$ cat src/rtl/pipelined_rom.sv
// Pipelined synchronous ROM with valid/ready request and response ports.
// Path: accept -> fetch stage F -> optional retime stage G -> 2-entry response FIFO.
// The output shows the FIFO head, or the last pipeline stage directly when the FIFO is empty.
// An occupancy counter bounds the in-flight requests, so the FIFO never overflows.
// Build option: define ROM_OUT_REG_EN to add stage G. This raises latency to 2 and CAP to 3.
module pipelined_rom #(
  parameter int unsigned ADDR_WIDTH = 8,
  parameter int unsigned DATA_WIDTH = 32,
  parameter int unsigned DEPTH      = 64,
  parameter string       INIT_FILE  = ""
) (
  input  logic                  clk,
  input  logic                  rst_n,
  input  logic                  req_valid,
  output logic                  req_ready,
  input  logic [ADDR_WIDTH-1:0] req_addr,
  output logic                  resp_valid,
  input  logic                  resp_ready,
  output logic [DATA_WIDTH-1:0] resp_data,
  output logic                  resp_err
);

`ifdef ROM_OUT_REG_EN
  localparam int unsigned Cap = 3;
`else
  localparam int unsigned Cap = 2;
`endif
  localparam int unsigned IdxW = (DEPTH > 1) ? $clog2(DEPTH) : 1;
  // Each entry is {err, data}.
  localparam int unsigned EntW = DATA_WIDTH + 1;

  function automatic logic [DATA_WIDTH-1:0] default_word(input int unsigned i);
    case (i)
      0:       default_word = DATA_WIDTH'(32'h1);
      1:       default_word = DATA_WIDTH'(32'h11);
      2:       default_word = DATA_WIDTH'(32'h11);
      3:       default_word = DATA_WIDTH'(32'hF);
      4:       default_word = DATA_WIDTH'(32'hC);
      5:       default_word = DATA_WIDTH'(32'hD001);
      default: default_word = '0;
    endcase
  endfunction

  logic [DATA_WIDTH-1:0] mem [DEPTH];

  for (genvar i = 0; i < DEPTH; i++) begin : g_word
    assign mem[i] = default_word(i);
  end

  logic                  f_valid_q, f_valid_d;
  logic [EntW-1:0]       f_ent_q, f_ent_d;
`ifdef ROM_OUT_REG_EN
  logic                  g_valid_q, g_valid_d;
  logic [EntW-1:0]       g_ent_q, g_ent_d;
`endif
  logic [EntW-1:0]       fifo_q [2];
  logic [EntW-1:0]       fifo_d [2];
  logic                  rd_ptr_q, rd_ptr_d;
  logic [1:0]            cnt_q, cnt_d;
  logic [1:0]            occ_q, occ_d;
  logic                  ready_en_q, ready_en_d;

  logic                  in_range;
  logic [IdxW-1:0]       idx;
  logic [EntW-1:0]       lookup;
  logic                  last_valid;
  logic [EntW-1:0]       last_ent;
  logic                  out_valid;
  logic [EntW-1:0]       out_ent;
  logic                  accept, deq, pop, bypass, push, last_hold, wr_ptr;

  // Address range check and ROM lookup. The index is forced to 0 when the address is out of range.
  always_comb begin
    in_range = 32'(req_addr) < DEPTH;
    idx      = in_range ? req_addr[IdxW-1:0] : '0;
    lookup   = in_range ? {1'b0, mem[idx]} : {1'b1, {DATA_WIDTH{1'b0}}};
  end

`ifdef ROM_OUT_REG_EN
  assign last_valid = g_valid_q;
  assign last_ent   = g_ent_q;
`else
  assign last_valid = f_valid_q;
  assign last_ent   = f_ent_q;
`endif

  // Response outputs and request ready. These depend on registered state only.
  always_comb begin
    out_valid  = (cnt_q != 2'd0) || last_valid;
    out_ent    = (cnt_q != 2'd0) ? fifo_q[rd_ptr_q] : last_ent;
    resp_valid = out_valid;
    resp_err   = out_valid & out_ent[DATA_WIDTH];
    resp_data  = out_valid ? out_ent[DATA_WIDTH-1:0] : '0;
    req_ready  = ready_en_q && (32'(occ_q) < Cap);
  end

  // Next-state logic for the handshakes, the pipeline stages, the FIFO and the occupancy count.
  always_comb begin
    accept    = req_valid && req_ready;
    deq       = out_valid && resp_ready;
    pop       = deq && (cnt_q != 2'd0);
    bypass    = deq && (cnt_q == 2'd0);
    // The last stage moves into the FIFO unless it is consumed directly this cycle.
    push      = last_valid && !bypass && ((cnt_q != 2'd2) || pop);
    // last_hold can only be set when occ is at CAP. No accept can happen in that cycle.
    last_hold = last_valid && !bypass && !push;
    wr_ptr    = rd_ptr_q ^ cnt_q[0];

    fifo_d = fifo_q;
    if (push) fifo_d[wr_ptr] = last_ent;
    rd_ptr_d = rd_ptr_q ^ pop;
    cnt_d    = cnt_q + {1'b0, push} - {1'b0, pop};

    occ_d = occ_q;
    if (accept && !deq) occ_d = occ_q + 2'd1;
    else if (!accept && deq) occ_d = occ_q - 2'd1;

    ready_en_d = 1'b1;

`ifdef ROM_OUT_REG_EN
    g_valid_d = last_hold ? g_valid_q : f_valid_q;
    g_ent_d   = last_hold ? g_ent_q : f_ent_q;
    f_valid_d = accept || (last_hold && f_valid_q);
    f_ent_d   = accept ? lookup : f_ent_q;
`else
    f_valid_d = accept || last_hold;
    f_ent_d   = accept ? lookup : f_ent_q;
`endif
  end

  // State registers. A synchronous reset clears all in-flight state but leaves the ROM contents unchanged.
  always_ff @(posedge clk) begin
    if (!rst_n) begin
      f_valid_q  <= 1'b0;
      f_ent_q    <= '0;
`ifdef ROM_OUT_REG_EN
      g_valid_q  <= 1'b0;
      g_ent_q    <= '0;
`endif
      fifo_q     <= '{default: '0};
      rd_ptr_q   <= 1'b0;
      cnt_q      <= 2'd0;
      occ_q      <= 2'd0;
      ready_en_q <= 1'b0;
    end else begin
      f_valid_q  <= f_valid_d;
      f_ent_q    <= f_ent_d;
`ifdef ROM_OUT_REG_EN
      g_valid_q  <= g_valid_d;
      g_ent_q    <= g_ent_d;
`endif
      fifo_q     <= fifo_d;
      rd_ptr_q   <= rd_ptr_d;
      cnt_q      <= cnt_d;
      occ_q      <= occ_d;
      ready_en_q <= ready_en_d;
    end
  end

endmodule

$ cat config.mk
export PLATFORM = sky130hd
export DESIGN_NAME = pipelined_rom
export DESIGN_NICKNAME = d
export VERILOG_FILES = /design/src/rtl/pipelined_rom.sv
export SDC_FILE = /design/constraint.sdc
export NUM_CORES = 1
export LEC_CHECK = 0
export ABC_AREA = 1
export CORE_AREA = 2 2 55 62
export DETAILED_ROUTE_END_ITERATION = 16
export DIE_AREA = 0 0 57 64
export DONT_BUFFER_PORTS = 1
export PLACE_DENSITY_LB_ADDON = 0.08
export SLEW_MARGIN = 20
export SYNTH_ARGS = -nofsm -noshare
export SYNTH_HDL_FRONTEND = slang
export SYNTH_SLANG_ARGS = --single-unit
$ cat constraint.sdc
create_clock -name clk -period 2.6 [get_ports clk]
set_input_delay 0.52 -clock clk [delete_from_list [all_inputs] [get_ports clk]]
set_output_delay 0.52 -clock clk [all_outputs]
set_load 0.01 [all_outputs]
== Word level (Yosys, flattened, before mapping) ==
Memory sizes are Yosys's and may differ from the RTL's.
Cells that the tools add are included.

* Bits in registers: 106
* ROM bits: 2048
* Output and inout bits: 35
* Logic and storage cells: 62
* Memories kept: 1

* $add $sub $neg: 4
* $lt $le $gt $ge: 6
* Eq/ne operators: 1
* Multiplexer cells: 15
* Bitwise operators: 6
* Reductions and logical operators: 21

{| class="wikitable"
|+ Memories
! name !! words !! bits a word !! read ports !! clocked after memory_dff !! write ports !! line !! source
|-
| (name not given) || 64 || 32 || 1 || 0 || 0 || 76 || <nowiki>lookup = in_range ? {1'b0, mem[idx]} : {1'b1, {DATA_WIDTH{1'b0}}};</nowiki>
|}

{| class="wikitable"
|+ Operators with widths
! cell !! number
|-
| $mux 33 || 6
|-
| $mux 32 || 3
|-
| $bwmux 66 || 1
|-
| $demux 33 s1 || 1
|-
| $logic_and 1x1->1 || 11
|-
| $lt 8x7->1 const B || 1
|-
| $ge 7x7->1 const B || 1
|-
| $not 6->7 || 1
|-
| $mux 6 || 1
|-
| $ge 2x2->1 const B || 2
|-
| $logic_not 1->1 || 4
|-
| $mux 2 || 2
|-
| $not 1->2 || 2
|-
| $reduce_bool 2->1 || 2
|-
| $logic_or 1x1->1 || 3
|-
| $add 2x1->2 || 1
|-
| $add 2x1->2 const B || 1
|-
| $logic_not 2->1 || 1
|-
| $lt 2x1->1 const B || 1
|-
| $lt 2x2->1 const B || 1
|-
| $ne 2x2->1 const B || 1
|-
| $sub 2x1->2 || 1
|-
| $sub 2x1->2 const B || 1
|-
| $xor 1x1->1 || 2
|-
| 2 further kinds || 2
|}

== Depth between registers and ports, before layout ==
Gate-level depths: netlist (run 1).

* Word-level depth: 10
* Gate-level depth with buffers: 9

== Least setup slack after synthesis (run 1) ==
No wires, ideal clock.

* Kind: reg-to-output
* From: reg cnt_q[0]
* To: out resp_data[14]
* Arrival time: 1.213 ns
* Data required time: 2.080 ns
* Path slack: 0.867 ns
* Cell stages (with the launch flop): 5
* Buffers on the path: 1
* Path through: dfxtp_1 nor2_2 nand2_1 o22ai_1 buf_4

* Word-level cells in the longest chain between the ends: 3

{| class="wikitable"
|+ RTL lines
! item !! line !! source
|-
| start, declared || 59 || <nowiki>logic [1:0] cnt_q, cnt_d;</nowiki>
|-
| start signal, assigned || 154 || <nowiki>cnt_q <= cnt_d;</nowiki>
|-
| $reduce_bool 2->1 * || 89, 90 ||
|-
| $mux 33 or $logic_or 1x1->1 (tied branches) || 90, 89 ||
|-
| $mux 32 * || 93 || <nowiki>resp_data = out_valid ? out_ent[DATA_WIDTH-1:0] : '0;</nowiki>
|-
| end, declared || 19 || <nowiki>output logic [DATA_WIDTH-1:0] resp_data,</nowiki>
|}

Every way passes the cells marked *; elsewhere a longest branch is shown, timed or not.

== Worst setup path in the final report (run 1) ==
Same ends and word-level chain as after synthesis.

==> summary.txt, run 1 <==
# DRC -> 0
All-Layer GR Usage -> 18.1%
Die Ht -> 64 µm
Synth top area share -> 31.2%
final cycle utilization of the critical path -> 88.3%
Area growth, synth to finish -> -4.76%
# IOs -> 47
HPWL after detailed placement -> 2.32 mm
area of the core -> 0.00300 mm²
Hold Crit Start -> rst_n
Slew Viols, Final -> 0
top post-synthesis cells by count -> 36 x nand2_1, 27 x buf_4, 26 x nor2_1, 25 x dfxtp_1, 23 x inv_1
Clk Latency, worst-skew pair -> 0.33 ns
TritonCTS clock tree -> done
Reg-to-Reg Start -> cnt_q[0]
reg-to-reg setup timing slack -> 0.64 ns
Leakage -> 0.712 nW
minimum clock period -> 2.30 ns
Ant. Diodes -> 0
via count -> 1248
First-pass DRT Iterations -> 4
first-pass GRT wire length -> 5.20 mm
RSZ-0062 raised after global routing -> false
Post-Synthesis Cells -> 222
Routed WL -> 2.98 mm
nets -> 236
drt via density -> 4.97
setup TNS -> 0 ns
slew at the pin closest to its max-slew limit -> 0.671 ns
final design utilization -> 51.0%
CP Capture Point -> resp_data[14]
Worst Path Max Fanout -> 6
post-synth cell types -> 26
YS warnings -> 0
Max Clock Skew -> 0.00248 ns
Post-DRT Antenna Nets -> 0
Post-synth EDFFs -> 0
CTS buffer count -> 3
Arrival @ worst endpoint -> 1.78 ns
vias in the first global route -> 1151
max-slew headroom at the worst pin -> 55.9%
required time of the critical path -> 2.08 ns
HP Class -> primary input to flop
worst setup margin -> 0.303 ns
Syn Area/Cell -> 7.23 µm²
worst r2r dst -> cnt_q[1]
largest net degree at the start of global routing -> 20
critical path type -> flop to primary output
cell area power density -> 733 mW/mm²
die area -> 0.00365 mm²
cell taking the most area after synthesis -> dfxtp_1
post-cts gate resize count -> 0
H-tree level count -> 1
chip width -> 57 µm
Yosys reg bits -> 25
Setup crit end kind -> primary output
Post-synth top flop -> dfxtp_1
maxcap violations -> 0
top post-synthesis cells by area -> dfxtp_1 31%, buf_4 13%, nand2_1 8.4%
share of cells above drive strength 1 -> 14.7%
Setup Viol. Count Final -> 0
total gr overflow -> 0
GP Congestion -> 0.851
Starting Density -> 53.6%
R2R depth -> 9
outcome -> complete, no violations
Seq/Total Area, Yosys -> 31.2%
I/O Buffers -> 0
initial antenna violation count -> 0
dpl ws -> 0.633 ns
Worst setup SP type -> flop
Max Root-Sink Buffers -> 2
Fmax achieved -> 0.435 GHz
clock root buffer -> clkbuf_4
clk sink count -> 25
ys async rst share -> 0%
FP Rows -> 21
postcts setup bufs -> 0
Wirelength per Cell -> 11.9 µm
Worst-path clk slew -> 0.14 ns
most numerous cell in the Yosys netlist -> nand2_1
mapped cell area -> 0.00160 mm²
Starting DRT DRC Count -> 49
Peak VDD IR -> 478 µV
Critical Path Source -> cnt_q[0]
hold buffers post-CTS -> 0
Final Hold Viols -> 0
## layout by cell type (no fill, tap or decap), types with 3 or more instances in the layout
master / count
inv_1: 23
o22ai_1: 6
inv_2: 4
ha_1: 6
nand4_1: 15
nor2_2: 14
dfxtp_1: 25
a21oi_1: 10
o21ai_0: 10
nor2_1: 26
nand2_2: 3
conb_1: 24
nand2_1: 36
clkbuf_4: 3
## worst max-delay path, stage by stage, from the launching register on
cell and delay, ns:
dfxtp_1 0.39, nor2_2 0.25, nand2_1 0.22, o22ai_1 0.59
## through the flow
stage,hold slack [ns],total power [mW],area [µm²],instances
final,0.204,1.12,1530,251
after global routing,0.179,1.22,1530,251
after CTS,0.197,1.13,1530,251
after detailed placement,0.461,0.948,1500,247
after global placement,0.458,0.929,1500,247
after floorplan,0.445,0.906,1690,245
## final cells by class
| class | instances | area, µm² |
|---|---|---|
| Fill cell | 320 | 1470 |
| Clock inverter | 1 | 5.00 |
| Multi-Input combinational cell | 160 | 852 |
| Sequential cell | 25 | 500 |
| Inverter | 28 | 105 |
| Tap cell | 34 | 42.5 |
| Clock buffer | 3 | 22.5 |
## report_power, final
group / switching, mW / internal (mW)
clock: 0.125 / 0.0578
combinational: 0.323 / 0.128
sequential: 0.0516 / 0.435
total: 0.500 / 0.620
## layer usage
layer	GRT usage [%]	wire length [µm]
met1	21.6	1280
met2	30.9	1490
met3	3.04	130
met4	9.30	74
met5	0	0
## worst min path at each step
stage                  to  slack (ns)  depth (start not counted)
2_1_floorplan  f_ent_q[0]        0.45                          2
4_1_cts        ready_en_q        0.20                          0
3_3_place_gp   f_ent_q[0]        0.46                          2
5_1_grt        ready_en_q        0.18                          0
6_report       ready_en_q        0.20                          0
3_5_place_dp   f_ent_q[1]        0.46                          2
## cells by family (layout without fill, tap and decap cells)
logic type	after synthesis	in the layout	synth area share (%)
and+or+nand+nor	100	100	32.2
buffers and inverters	60	32	21.1
AOI/OAI and AO/OA	29	29	10.1
DFF	25	25	31.2
adders and majority gates	6	6	4.68
other	1	24	0.234
xor gates and xnor gates	1	1	0.546
## registers in the layout, summed over array words and instances, names as in the netlist
register	flops
fifo_q	12
f_ent_q	6
cnt_q	2
occ_q	2
f_valid_q	1
rd_ptr_q	1
ready_en_q	1
No activity file was read; power rests on OpenSTA's default activity.
==> inputs of run 2 (changes only) <==
--- a/config.mk
+++ b/config.mk
@@ -6,6 +6,7 @@
 export NUM_CORES = 1
 export LEC_CHECK = 0
 export ABC_AREA = 1
+export CAP_MARGIN = 20
 export CORE_AREA = 2 2 55 62
 export DETAILED_ROUTE_END_ITERATION = 16
 export DIE_AREA = 0 0 57 64
==> results of run 2 <==
Same layout as run 1: the final DEF is identical, and so are final timing and power.
